[src/rtl/pattern_seq_ctrl.sv]
// Programmable serial pattern sequencer: one-shot/looped, start/stop/pause, all outputs registered.
// Latency: oSIG follows a start or step one clock later; no backpressure, config writes while busy are rejected.
module pattern_seq_ctrl #(
  parameter int PAT_W = 16,
  parameter int LEN_W = 4,
  // 24 bits so the 12499999 reset divider is representable
  parameter int DIV_W = 24,
  parameter logic [PAT_W-1:0] DEF_PAT = 16'h00ED,
  parameter logic [LEN_W-1:0] DEF_LEN = 4'd9,
  parameter logic [DIV_W-1:0] DEF_DIV = 24'd12499999
) (
  input  logic             iCLK,
  input  logic             iRST_N,
  input  logic             iCFG_WR,
  input  logic [PAT_W-1:0] iCFG_PAT,
  input  logic [LEN_W-1:0] iCFG_LEN,
  input  logic [DIV_W-1:0] iCFG_DIV,
  input  logic             iCFG_LOOP,
  input  logic             iSTART,
  input  logic             iSTOP,
  input  logic             iPAUSE,
  output logic             oSIG,
  output logic             oBUSY,
  output logic             oDONE,
  output logic [LEN_W-1:0] oIDX,
  output logic             oCFG_ERR
);

  typedef enum logic [1:0] {IDLE, RUN, PAUSE} state_t;

  state_t             state_q, state_d;
  logic [PAT_W-1:0]   pat_q, pat_d;
  logic [LEN_W-1:0]   len_q, len_d;
  logic [DIV_W-1:0]   div_q, div_d;
  logic               loop_q, loop_d;
  logic [DIV_W-1:0]   pre_q, pre_d;
  logic [LEN_W-1:0]   idx_q, idx_d;
  logic               sig_q, sig_d;
  logic               done_q, done_d;
  logic               err_q, err_d;

  logic [LEN_W-1:0]   len_clamp;
  logic [LEN_W-1:0]   idx_nxt;
  logic [PAT_W-1:0]   pat_sh;

  always_comb begin
    len_clamp = iCFG_LEN;
    if (32'(iCFG_LEN) > PAT_W - 1) begin
      len_clamp = LEN_W'(PAT_W - 1);
    end
    idx_nxt = idx_q + 1'b1;
    // shift rather than index so a wide LEN_W never selects past the pattern
    pat_sh  = pat_q >> idx_nxt;
  end

  always_comb begin
    state_d = state_q;
    pat_d   = pat_q;
    len_d   = len_q;
    div_d   = div_q;
    loop_d  = loop_q;
    pre_d   = pre_q;
    idx_d   = idx_q;
    sig_d   = sig_q;
    done_d  = 1'b0;
    err_d   = 1'b0;

    case (state_q)
      IDLE: begin
        if (iCFG_WR) begin
          pat_d  = iCFG_PAT;
          len_d  = len_clamp;
          div_d  = iCFG_DIV;
          loop_d = iCFG_LOOP;
        end
        if (iSTART && !iSTOP) begin
          state_d = RUN;
          pre_d   = '0;
          idx_d   = '0;
          sig_d   = pat_d[0];
        end
      end

      RUN, PAUSE: begin
        err_d = iCFG_WR;
        if (iSTOP) begin
          state_d = IDLE;
          pre_d   = '0;
          idx_d   = '0;
          sig_d   = 1'b0;
        end else if (iPAUSE) begin
          state_d = PAUSE;
        end else begin
          // the release edge counts too, so paused runs keep div+1 active clocks per index
          state_d = RUN;
          if (pre_q == div_q) begin
            pre_d = '0;
            if (idx_q < len_q) begin
              idx_d = idx_nxt;
              sig_d = pat_sh[0];
            end else if (loop_q) begin
              idx_d = '0;
              sig_d = pat_q[0];
            end else begin
              state_d = IDLE;
              done_d  = 1'b1;
              idx_d   = '0;
              sig_d   = 1'b0;
            end
          end else begin
            pre_d = pre_q + 1'b1;
          end
        end
      end

      default: state_d = IDLE;
    endcase
  end

  always_ff @(posedge iCLK or negedge iRST_N) begin
    if (!iRST_N) begin
      state_q <= IDLE;
      pat_q   <= DEF_PAT;
      len_q   <= DEF_LEN;
      div_q   <= DEF_DIV;
      loop_q  <= 1'b0;
      pre_q   <= '0;
      idx_q   <= '0;
      sig_q   <= 1'b0;
      done_q  <= 1'b0;
      err_q   <= 1'b0;
    end else begin
      state_q <= state_d;
      pat_q   <= pat_d;
      len_q   <= len_d;
      div_q   <= div_d;
      loop_q  <= loop_d;
      pre_q   <= pre_d;
      idx_q   <= idx_d;
      sig_q   <= sig_d;
      done_q  <= done_d;
      err_q   <= err_d;
    end
  end

  assign oSIG     = sig_q;
  assign oBUSY    = (state_q != IDLE);
  assign oDONE    = done_q;
  assign oIDX     = idx_q;
  assign oCFG_ERR = err_q;

endmodule
[config.mk]
export PLATFORM = sky130hd
export DESIGN_NAME = pattern_seq_ctrl
export DESIGN_NICKNAME = d
export VERILOG_FILES = /design/src/rtl/pattern_seq_ctrl.sv
export SDC_FILE = /design/constraint.sdc
export NUM_CORES = 1
export LEC_CHECK = 0
export ABC_CLOCK_PERIOD_IN_PS = 6400
export CORE_MARGIN = 3
export CORE_UTILIZATION = 55
export DETAILED_ROUTE_END_ITERATION = 10
export GPL_ROUTABILITY_DRIVEN = 0
export HOLD_SLACK_MARGIN = 0.02
export PLACE_DENSITY = 0.81
export SYNTH_ARGS = -nofsm -noshare
export SYNTH_HDL_FRONTEND = slang
export SYNTH_SLANG_ARGS = --single-unit
[constraint.sdc]
create_clock -name iCLK -period 6.4 [get_ports iCLK]
set_input_delay 1.92 -clock iCLK [delete_from_list [all_inputs] [get_ports iCLK]]
set_output_delay 1.92 -clock iCLK [all_outputs]
set_load 0.05 [all_outputs]
==> qor.txt, run 1 <==
Worst Path Buf+Inv = 3
Sink Count = 78
Internal Power = 1310 µW
Resized cells post-CTS = 0
gr usage total = 0.213
Max-slew headroom = 0.298
drt drc = 0
Max-cap violations = 0
worst-path cell chain = inv_1 -> ha_1 -> inv_1 -> clkdlybuf4s50_1
fmax = 254 MHz
Reg power frac = 0.422
commonest non-fill, non-tap cells in the layout = clkdlybuf4s50_1, dfrtp_1, xnor2_1, mux2_1, nor2_1
Final nets = 450
chip width = 90.7 µm
Core Util, Final = 0.705
status = finished clean
clock network fraction of design power = 0.216
PortBufs = 58
multi-input logic area = 1890 µm²
CTS Root Cell = clkbuf_8
sequential area share after synthesis = 0.502
Crit Path Max Fanout = 7
Worst path max stage delay = 810 ps
clock skew = 9.55 ps
floorplan row count = 30
Post-synth EDFFs = 0
clock tree buffer depth = 2
Worst setup SP type = flip-flop
pin count of the biggest net entering global routing = 79
crit path capture type = primary output
grt met1 use = 0.301
met3 usage = 0.0483
Power per Cell Area = 408 nW/µm²
Setup TNS = 0 ps
Post-CTS Setup Repair Bufs = 0
RSZ-0062 raised after global routing = false
Hold Buf Count CTS = 0
first-pass GRT wire length = 13.9 mm
Via Count = 2,781
Tightest Pin Transition = 1050 ps
Net Count, Synth = 391
initial core utilization = 0.575
global routing's busiest layer = met2
synth unique cells = 48
worst-skew pair later-pin latency = 350 ps
FILL cells = 519
Syn Area/Cell = 11.9 µm²
slowest CP cell = clkdlybuf4s50_1
critical path class = reg -> out
Synth Warn # = 0
ys async rst share = 1.00
Core ar. = 6870 µm²
Comb pwr share = 0.362
post-synthesis cell area = 3950 µm²
predominant post-synthesis flop cell = dfrtp_1
Final Setup Violations = 0
DRT iter0 DRCs = 139
Crit path top cell by count = inv_1
Post-Route WL = 8.17 mm
dpl hpwl = 5.84 mm
Vias per Instance = 5.64
Critical Path AT = 2020 ps
fin crit period = 3940 ps
Seq. cell area = 1980 µm²
global routing usage on met2 = 0.322
synthesis-stage register bit count = 78
Crit path max-delay family = buffers and inverters
Top Ports = 59
ratio of cells with drive above 1 in the final layout = 0.174
antenna cells = 0
Hold WC Path Type = reg -> reg
endpoints failing hold = 0
gr ovfl total = 0
DR pass1 iterations = 4
H-tree depth = 3
Sw Pwr = 661 µW
VDD IR max = 0.256 mV
CTS Buf Count = 9
final period utilization = 0.615
vias in the first global route = 2,878
Critical Path RT = 4480 ps
Die Y = 90.7 µm
CTS tree = built
Static Leak = 0.00199 µW
Worst Slack Setup Final = 2460 ps
hold_ws = 501 ps
initial antenna violation count = 0
die area = 8230 µm²
Sw Ratio = 0.335
Syn Inst Count = 333
Final ANT Viol Nets = 0
most common cell after layout, fill and taps aside = clkdlybuf4s50_1
dpl ws = 2320 ps
Area Growth Syn to Fin = 22.6%
drt wl/cell = 16.6 µm
Worst-path clk slew = 80 ps
Final Slew Violations = 0
==> cell type report <==
class | count | share of cell area
Clock buffer | 13 | 0.0349
Clock inverter | 3 | 0.0134
Inverter | 9 | 0.00698
Multi-Input combinational cell | 236 | 0.391
Sequential cell | 78 | 0.409
Tap cell | 96 | 0.0248
Timing Repair Buffer | 58 | 0.119
==> synthesized netlist by cell type, types with 4 or more instances <==
master / n / area (µm²)
dfrtp_1: 54 / 1350
xnor2_1: 29 / 254
mux2_1: 28 / 315
nor2_1: 25 / 93.8
dfstp_2: 24 / 631
nand2_1: 20 / 75.1
mux2_2: 18 / 203
xor2_1: 12 / 105
nand4_1: 11 / 68.8
nand3_1: 10 / 50.1
and3_1: 9 / 56.3
inv_1: 9 / 33.8
clkbuf_1: 7 / 26.3
ha_1: 7 / 87.6
nand2b_1: 7 / 43.8
o21ai_1: 6 / 30.0
a21oi_1: 5 / 25.0
a31oi_1: 4 / 25.0
and2_1: 4 / 25.0
==> path summary, 6_finish.rpt <==
| path | startpoint | end | slack, ps | depth (start not counted) |
|---|---|---|---|---|
| max | state_q[0] | oBUSY | 2460 | 4 |
| min | pat_q[8] | pat_q[8] | 500 | 1 |
| max reg2reg | oIDX[0] | oSIG | 3490 | 7 |
| min reg2reg | pat_q[8] | pat_q[8] | 500 | 1 |
| max in group asynchronous | iRST_N | pat_q[4] | 4070 | 1 |
| min in group asynchronous | iRST_N | pre_q[7] | 1710 | 1 |
==> routing by layer <==
layer  up-vias  wire (µm)  part of all wire
li1       1308          -                 -
met1      1385       3750              0.46
met2        77       3880              0.47
met3        11        423             0.052
met4         0        122             0.015
met5         -          0                 0
==> flip-flops by register name, indices dropped and copies added (netlist names) <==
signal,cells
len_q,4
pat_q,16
loop_q,1
pre_q,24
oDONE,1
oIDX,4
div_q,24
state_q,2
oSIG,1
oCFG_ERR,1
==> logic make-up (layout without fill, tap and decap cells) <==
| family | after synthesis | in the layout | share of synthesized area |
|---|---|---|---|
| flip-flops | 78 | 78 | 0.502 |
| buffers and inverters | 19 | 83 | 0.0190 |
| adder cells (fa/ha/maj) | 7 | 7 | 0.0222 |
| XOR/XNOR | 41 | 41 | 0.0910 |
| multiplexers | 54 | 54 | 0.171 |
| AND/OR/NAND/NOR | 100 | 100 | 0.135 |
| AO/OA/AOI/OAI | 34 | 34 | 0.0590 |
==> per-stage QoR <==
| step | instance area [µm²] | cells | power, µW |
|---|---|---|---|
| 2_1_floorplan | 3950 | 333 | 1360 |
| 3_3_place_gp | 4610 | 477 | 1520 |
| 3_5_place_dp | 4610 | 477 | 1560 |
| 4_1_cts | 4840 | 493 | 1990 |
| 5_1_grt | 4840 | 493 | 2090 |
| 6_report | 4840 | 493 | 1980 |
==> power groups by stage <==
stage / clock, µW / sequential, µW / combinational, µW
2_1_floorplan: 0 / 836 / 520
3_5_place_dp: 0 / 846 / 717
3_3_place_gp: 0 / 830 / 687
6_report: 426 / 834 / 715
5_1_grt: 454 / 857 / 781
4_1_cts: 432 / 837 / 722
Note: power is estimated with default switching activity, not from simulation.
==> run 2: changes to the inputs <==
==> config.mk (replaced) <==
export PLATFORM = sky130hd
export DESIGN_NAME = pattern_seq_ctrl
export DESIGN_NICKNAME = d
export VERILOG_FILES = /design/src/rtl/pattern_seq_ctrl.sv
export SDC_FILE = /design/constraint.sdc
export NUM_CORES = 1
export LEC_CHECK = 0
export ABC_CLOCK_PERIOD_IN_PS = 3600
export CORE_MARGIN = 3
export CORE_UTILIZATION = 49
export DETAILED_ROUTE_END_ITERATION = 10
export GPL_ROUTABILITY_DRIVEN = 0
export HOLD_SLACK_MARGIN = 0.02
export PLACE_DENSITY = 0.76
export SYNTH_ARGS = -nofsm -noshare
export SYNTH_HDL_FRONTEND = slang
export SYNTH_SLANG_ARGS = --single-unit
==> constraint.sdc (replaced) <==
create_clock -name iCLK -period 3.6 [get_ports iCLK]
set_input_delay 1.08 -clock iCLK [delete_from_list [all_inputs] [get_ports iCLK]]
set_output_delay 1.08 -clock iCLK [all_outputs]
set_load 0.05 [all_outputs]
==> run 2 against run 1 <==
Compared with the run above:
- worst setup slack worse by 2000 ps
- critical endpoint unchanged
- final cell count up 2.2%
- first-iteration DRC count up 32%
==> qor.txt, run 2 (synthesis gave the netlist of run 1 again) <==
DP Area = 4660 µm²
dpl hpwl = 5.89 mm
worst hold path depth = 1
initial antenna violation count = 0
initial core utilization = 0.508
Vias per Instance = 5.37
VDD IR max = 0.391 mV
drt drc = 0
gr usage total = 0.198
RSZ-0062 raised after global routing = false
Tightest Pin Transition = 959 ps
final instance area = 4930 µm²
most common cell after layout, fill and taps aside = clkdlybuf4s50_1
Post-CTS Setup Repair Bufs = 0
CTS Root Cell = clkbuf_8
CTS Buf Count = 9
Setup TNS = 0 ps
Final ANT Viol Nets = 0
drt wl/cell = 16.6 µm
Max-cap violations = 0
DR pass1 iterations = 4
die area = 9170 µm²
Final Slew Violations = 0
Critical Path RT = 2520 ps
Max-slew headroom = 0.360
clock skew = 10.9 ps
first-pass GRT wire length = 13.8 mm
Die Y = 95.8 µm
Sink Count = 78
biggest regs = div_q: 24 flops, pre_q: 24 flops, pat_q: 16 flops
grt met1 use = 0.268
Resized cells post-CTS = 0
Via Count = 2,708
vias in the first global route = 2,785
pin count of the biggest net entering global routing = 79
Worst-path clk slew = 80 ps
status = finished clean
Critical Path AT = 2040 ps
DRT iter0 DRCs = 184
CTS tree = built
H-tree depth = 3
Area Growth Syn to Fin = 25.0%
chip width = 95.8 µm
commonest non-fill, non-tap cells in the layout = clkdlybuf4s50_1, dfrtp_1, xnor2_1, mux2_1, nor2_1
floorplan row count = 32
met3 usage = 0.0360
r2r worst-path depth = 7
Power per Cell Area = 745 nW/µm²
antenna cells = 0
Top Ports = 59
Post-Route WL = 8.38 mm
PortBufs = 58
Worst setup SP type = flip-flop
Final Setup Violations = 0
worst-skew pair later-pin latency = 350 ps
Core ar. = 7770 µm²
Static Leak = 0.00204 µW
Worst Slack Setup Final = 482 ps
clock tree buffer depth = 2
gr ovfl total = 0
dpl ws = 510 ps
endpoints failing hold = 0
crit path capture type = primary output
Final nets = 455
ratio of cells with drive above 1 in the final layout = 0.187
final period utilization = 0.866
global routing's busiest layer = met2
fmax = 321 MHz
global routing usage on met2 = 0.321
Hold Buf Count CTS = 0
Hold WC Path Type = reg -> reg
fin crit period = 3120 ps
critical path class = reg -> out
Crit Path Max Fanout = 7
==> run 2: cell count changes in the layout (fill, tap and decap cells not counted) <==
cell        delta
clkinvlp_4     +1
clkbuf_1       -1
buf_12         +1
buf_4          +4
bufinv_16      +2
clkbuf_8       -2
==> run 2: layout make-up <==
cell class | instances | area (µm²)
Inverter | 9 | 33.8
Timing Repair Buffer | 63 | 628
Clock buffer | 10 | 138
Fill cell | 627 | 2830
Clock inverter | 6 | 133
Multi-Input combinational cell | 236 | 1890
Sequential cell | 78 | 1980
Tap cell | 102 | 128
==> run 2: layer usage <==
metal	share of wire	vias up
li1	-	1308
met1	0.46	1327
met2	0.48	61
met3	0.046	12
met4	0.018	0
met5	0	-
==> run 2: power breakdown <==
part	switching (µW)	leakage [µW]	internal [µW]	total (µW)
registers	208	0.000953	1270	1480
logic	680	0.000950	649	1330
clock network	318	0.000132	548	866
==> run 2: worst max-delay path, stage by stage (launching register included) <==
cell and delay, ps:
dfrtp_1 390, inv_1 60, ha_1 320, inv_1 120, clkdlybuf4s50_1 800
==> run 2: worst paths after layout <==
| path | from | slack, ps | end |
|---|---|---|---|
| max in group asynchronous | iRST_N | 2090 | oIDX[1] |
| min in group asynchronous | iRST_N | 870 | div_q[6] |
| worst max-delay path | state_q[0] | 480 | oBUSY |
| worst min-delay path | pat_q[12] | 490 | pat_q[12] |
| worst max register to register | oIDX[0] | 690 | oSIG |
| worst min register to register | pat_q[12] | 490 | pat_q[12] |
==> run 2: stage by stage <==
step	hold WS (ps)	util	cells	power (µW)
2_1_floorplan	456	-	333	2410
3_3_place_gp	467	0.601	488	2770
3_5_place_dp	477	0.601	488	2820
4_1_cts	495	0.635	504	3700
5_1_grt	503	0.635	504	3890
6_report	493	0.635	504	3680
